===== src/rtl/regfile.sv =====
// 32 x 64-bit register file: one synchronous write port, two combinational read ports.
// The register at ZERO_REG is hardwired to zero; writes to it are discarded.
module regfile #(
    parameter int WIDTH    = 64,
    parameter int ADDR_W   = 5,
    parameter int ZERO_REG = 31
) (
    input  logic              clk,
    input  logic              reset,
    input  logic              RegWrite,
    input  logic [ADDR_W-1:0] WriteRegister,
    input  logic [WIDTH-1:0]  WriteData,
    input  logic [ADDR_W-1:0] ReadRegister1,
    input  logic [ADDR_W-1:0] ReadRegister2,
    output logic [WIDTH-1:0]  ReadData1,
    output logic [WIDTH-1:0]  ReadData2
);

    localparam int                DEPTH    = 2 ** ADDR_W;
    localparam logic [ADDR_W-1:0] ZERO_IDX = ADDR_W'(ZERO_REG);

    logic [WIDTH-1:0] regs_r [DEPTH];
    logic [DEPTH-1:0] wr_en_s;

    // One-hot load enables; the zero register never receives an enable.
    function automatic logic [DEPTH-1:0] decode_onehot(
        input logic [ADDR_W-1:0] idx,
        input logic              en
    );
        logic [DEPTH-1:0] oh;
        oh = '0;
        if (en && (idx != ZERO_IDX)) begin
            oh[idx] = 1'b1;
        end else begin
            oh = '0;
        end
        return oh;
    endfunction

    // Write-address decode gated by RegWrite
    always_comb begin
        wr_en_s = decode_onehot(WriteRegister, RegWrite);
    end

    // Register storage; reset takes priority over a same-cycle write
    always_ff @(posedge clk) begin
        if (reset) begin
            for (int i = 0; i < DEPTH; i++) begin
                regs_r[i] <= '0;
            end
        end else begin
            for (int i = 0; i < DEPTH; i++) begin
                if (wr_en_s[i]) begin
                    regs_r[i] <= WriteData;
                end
            end
        end
    end

    // Read muxes with no write bypass; the zero register reads 0 even before the first reset
    always_comb begin
        ReadData1 = '0;
        ReadData2 = '0;
        if (ReadRegister1 == ZERO_IDX) begin
            ReadData1 = '0;
        end else begin
            ReadData1 = regs_r[ReadRegister1];
        end
        if (ReadRegister2 == ZERO_IDX) begin
            ReadData2 = '0;
        end else begin
            ReadData2 = regs_r[ReadRegister2];
        end
    end

endmodule


===== config.mk =====
export PLATFORM = sky130hd
export DESIGN_NAME = regfile
export DESIGN_NICKNAME = d
export VERILOG_FILES = /design/src/rtl/regfile.sv
export SDC_FILE = /design/constraint.sdc
export NUM_CORES = 2
export LEC_CHECK = 0
export BUFFER_PORTS_ARGS = -buffer_cell sky130_fd_sc_hd__buf_2
export CAP_MARGIN = 20
export CORE_AREA = 5 5 508 510
export CTS_CLUSTER_DIAMETER = 100
export DETAILED_ROUTE_END_ITERATION = 10
export DIE_AREA = 0 0 513 515
export GPL_TIMING_DRIVEN = 1
export SETUP_SLACK_MARGIN = 0.5
export SLEW_MARGIN = 20
export SYNTH_ARGS = -nofsm -noshare
export SYNTH_HDL_FRONTEND = slang
export SYNTH_SLANG_ARGS = --single-unit
export TNS_END_PERCENT = 30

===== constraint.sdc =====
create_clock -name clk -period 3.75 [get_ports clk]
set_input_delay 0 -clock clk [delete_from_list [all_inputs] [get_ports clk]]
set_output_delay 0 -clock clk [all_outputs]
set_load 0.1 [all_outputs]

### After elaboration in Yosys (flattened, before gate mapping)

Memory sizes are Yosys's and may differ from the RTL's.
Cells that the tools add are included.

| operators by class | value |
|---|---|
| order comparisons | 2 |
| eq/ne operators | 3 |
| mux-type cells | 135 |
| bitwise logic cells | 32 |
| reductions and logical operators | 2 |

Operator list:

| cell | number |
|---|---|
| $mux W64 | 34 |
| $mux W1 | 99 |
| $mux W32 | 1 |
| $or A1 B1 Y1 | 32 |
| $eq A5 B5 Y1 const B | 2 |
| $lt A5 B6 Y1 const B | 1 |
| $demux W1 S5 | 1 |
| $ge A5 B1 Y1 const B | 1 |
| $ne A5 B5 Y1 const B | 1 |
| $logic_and A1 B1 Y1 | 2 |

| word-level totals | value |
|---|---|
| flip-flop bits (word level) | 0 |
| bits in writable memories | 2048 |
| bits of input ports | 82 |
| output and inout port bits | 128 |
| logic and storage cells | 175 |
| memories | 1 |

Memory list:

| name | depth | bits a word | read ports | clocked after memory_dff | write ports | RTL line | RTL |
|---|---|---|---|---|---|---|---|
| regs_r | 32 | 64 | 2 | 0 | 32 | 22 | `logic [WIDTH-1:0] regs_r [DEPTH];` |

### Longest topological paths before layout

| depth | value |
|---|---|
| depth in word-level cells | 9 |
| gate-level depth with buffers | 9 |
| gate-level depth less buffers | 4 |

### Worst setup path before layout

OpenSTA, ideal clock, no wires.

| timing | value |
|---|---|
| path kind | input -> output |
| start | input port ReadRegister1[0] |
| end | output port ReadData1[10] |
| arrival | 3.991 ns |
| required time | 3.750 ns |
| setup slack | -0.241 ns |
| stages | 9 |
| path buffers | 5 |
| cell sequence | buf_6 -> buf_6 -> buf_4 -> buf_4 -> buf_2 -> nor2_1 -> a22oi_1 -> a311oi_1 -> nor4_1 |

| between the ends | value |
|---|---|
| cells in the longest elaborated chain, start to end | 2 |
| elaborated cells between the ends (all ways) | 3 |
| classes of those cells | eq/ne (1); mux (1); memory (1) |

RTL lines:

| what | RTL line | RTL |
|---|---|---|
| start, declared | 13 | `input logic [ADDR_W-1:0] ReadRegister1,` |
| $mem_v2 Z32 W64 / $eq A5 B5 Y1 (equally long branches) | - |  |
| $mux W64 * | 64 | `if (ReadRegister1 == ZERO_IDX) begin` |
| end, declared | 15 | `output logic [WIDTH-1:0] ReadData1,` |

Mark *: on every way between the ends. The rest lies on a longest branch, timed or not.

==> results.tsv <==
metric	value	unit
place.port_buffers	209	
dieArea	264000	um^2
cts.clk_slew.worst_paths	0.06	ns
grt_start_max_net_pins	77	
final_cell_mix	edfxtp_1 (2048), nor2_1 (1162), mux4_2 (902)	
synth-warning-count	0	
syn_area_per_cell	16.2	um^2
timing.final.crit_period	3.26	ns
antenna_found_initial	16	
postRouteAntennaNets	0	
drtIter0Drc	10500	
largest_reg_flops	2048	
cts_made_buffers	213	
cp_max_fo	2	
syn_nets	6302	
wl_per_cell	36.5	um
synth.yosys.seq_area_share	61.1	%
drt-pass1-iter-count	6	
core-area	253000	um^2
grt-ovfl-total	0	
reg.largest.list	regs_r x2048	
largest_register	regs_r	
async_reset_ff_share	0	%
p_per_area	501	nW/um^2
initial_core_util	39.8	%
slew_headroom	18.1	%
dpl.hpwl	210000	um
required	3.75	ns
fmax	307	MHz
area.growth.synth_to_final	14.3	%
netlist_instances	6220	
layout.nets	6440	
cap_viol_max_count	0	
setup_viol	0	
synth_edf_count	2048	
endpoint_kind	output pin	
vias	65100	
wl	362000	um
fin_crit_sh	87.0	%
status	finished clean	
cp.arrival	3.26	ns
drive_gt1_share	29.4	%
finalHoldViolCount	0	
netlist_area	101000	um^2
htree_levels	4	
gp_congestion	0.838	
die_w	513	um
ioPinCount	210	
hp-class	in -> reg	
cts_tree	yes	
place_area	108000	um^2
clockBufferDepth	3	
rsz0062_at_grt	true	
drc_errors	0	
cts.sinks	2048	
cts_root_buffer	clkbuf_16	
grt_pass1_vias	65200	
cellLeakagePower	38.9	nW
ys_ff_latch	2048	
ys.flop_type	edfxtp_1	
slew_viol_final	0	
yosys.cell_types.count	49	
grt_usage	26.9	%
vias_per_cell	6.57	
finish.utilization	45.4	%
die_height	515	um
start_kind	register	
grt_pass1_wl	504000	um
peakVddDrop	0.458	mV
crit_type	reg -> out	
layout_commonest_cell	edfxtp_1	
fin_area	115000	um^2
rows	185	
worst_slew_pin_slew	1.23	ns
cells in the mapped netlist (all sizes together), types with 2 or more instances:
| master | instances | area (um^2) |
|---|---|---|
| a21o | 2 | 15.0 |
| nand2 | 155 | 582 |
| buf | 336 | 1670 |
| and2 | 13 | 81.3 |
| o221a | 22 | 248 |
| mux2i | 388 | 3880 |
| nor4 | 3 | 18.8 |
| mux2 | 113 | 1270 |
| a32oi | 9 | 78.8 |
| o22a | 83 | 727 |
| and3 | 60 | 375 |
| o211ai | 84 | 636 |
| nand3b | 5 | 37.5 |
| a22oi | 13 | 97.6 |
| o21ai | 60 | 300 |
| nor3b | 5 | 37.5 |
| edfxtp | 2048 | 61500 |
| mux4 | 902 | 20300 |
| a211oi | 2 | 15.0 |
| nor3 | 2 | 10.0 |
| a22o | 55 | 482 |
| nand2b | 87 | 544 |
| nand4 | 7 | 43.8 |
| nor2 | 1163 | 4370 |
| nor2b | 16 | 100 |
| or2 | 6 | 37.5 |
| a31oi | 8 | 50.1 |
| o21bai | 8 | 60.1 |
| nand3 | 13 | 65.1 |
| clkbuf | 317 | 1190 |
| a221oi | 114 | 998 |
| inv | 66 | 248 |
| a2111oi | 2 | 17.5 |
| and3b | 3 | 26.3 |
| a41o | 3 | 30.0 |
| a221o | 7 | 70.1 |
| o2111ai | 33 | 289 |
power by group:
| group | leakage [nW] | switching [W] | internal [W] |
|---|---|---|---|
| clock network | 3.30 | 0.00918 | 0.0116 |
| registers | 19.6 | 0.000748 | 0.0269 |
| logic | 15.9 | 0.00583 | 0.00332 |
stage by stage:
step / worst slack, ns / hold WS, ns / TNS (ns) / power (W) / instances
floorplan: -0.231 / 0.417 / -99.35 / 0.0338 / 6220
global placement: 0.624 / 0.522 / 0 / 0.0369 / 9446
detailed placement: 0.704 / 0.523 / 0 / 0.0371 / 9448
CTS: 0.534 / 0.0106 / 0 / 0.0577 / 9907
global route: 0.497 / 0.0659 / 0 / 0.0592 / 9908
finish: 0.489 / 0.0596 / 0 / 0.0576 / 9915
metal layers:
layer | vias to the layer above | wire (um) | global-route usage, %
li1 | 25100 | - | -
met1 | 34400 | 137000 | 37.0
met2 | 4767 | 167000 | 42.1
met3 | 821 | 41500 | 5.78
met4 | 4 | 15900 | 10.2
met5 | - | 21 | 0
final timing paths:
path,slack [ns],endpoint,start,depth (start not counted)
setup / recovery,0.49,ReadData2[8],regs_r[15][8],5
hold / removal,0.06,regs_r[17][34],WriteData[34],3
timing repair:
action                                 4_1_cts  5_1_grt
endpoints found under the hold margin     1116        0
buffers inserted                             0        0
hold buffers                                61        0
setup endpoints to repair                    0        2
gates resized for setup                      0        1
area by class of cell:
type | count | area (um^2)
multi-input combinational | 3453 | 36500
fill | 21800 | 138000
timing repair buffer | 576 | 5810
inverter | 66 | 248
clock inverter | 132 | 1100
clock buffer | 266 | 5590
tap | 3366 | 4210
sequential | 2048 | 61500
antenna | 8 | 20.0
worst max-delay path, cell delays in order, from the launching register on:
cell      delay [ns]
edfxtp_1        0.38
mux2_2          0.32
a221oi_1        0.80
o211ai_1        0.38
and3_1          0.32
buf_12          0.18
kinds of logic (layout without fill, tap and decap cells):
| kind of cell | Yosys count | in the layout | share of synthesized area, % |
|---|---|---|---|
| compound gates | 511 | 511 | 4.14 |
| buf+inv | 719 | 1040 | 3.09 |
| flops | 2048 | 2048 | 61.1 |
| mux | 1403 | 1403 | 25.3 |
| other cells | 0 | 8 | 0 |
| simple gates | 1539 | 1539 | 6.30 |
Power figures use the tool's default switching activity.
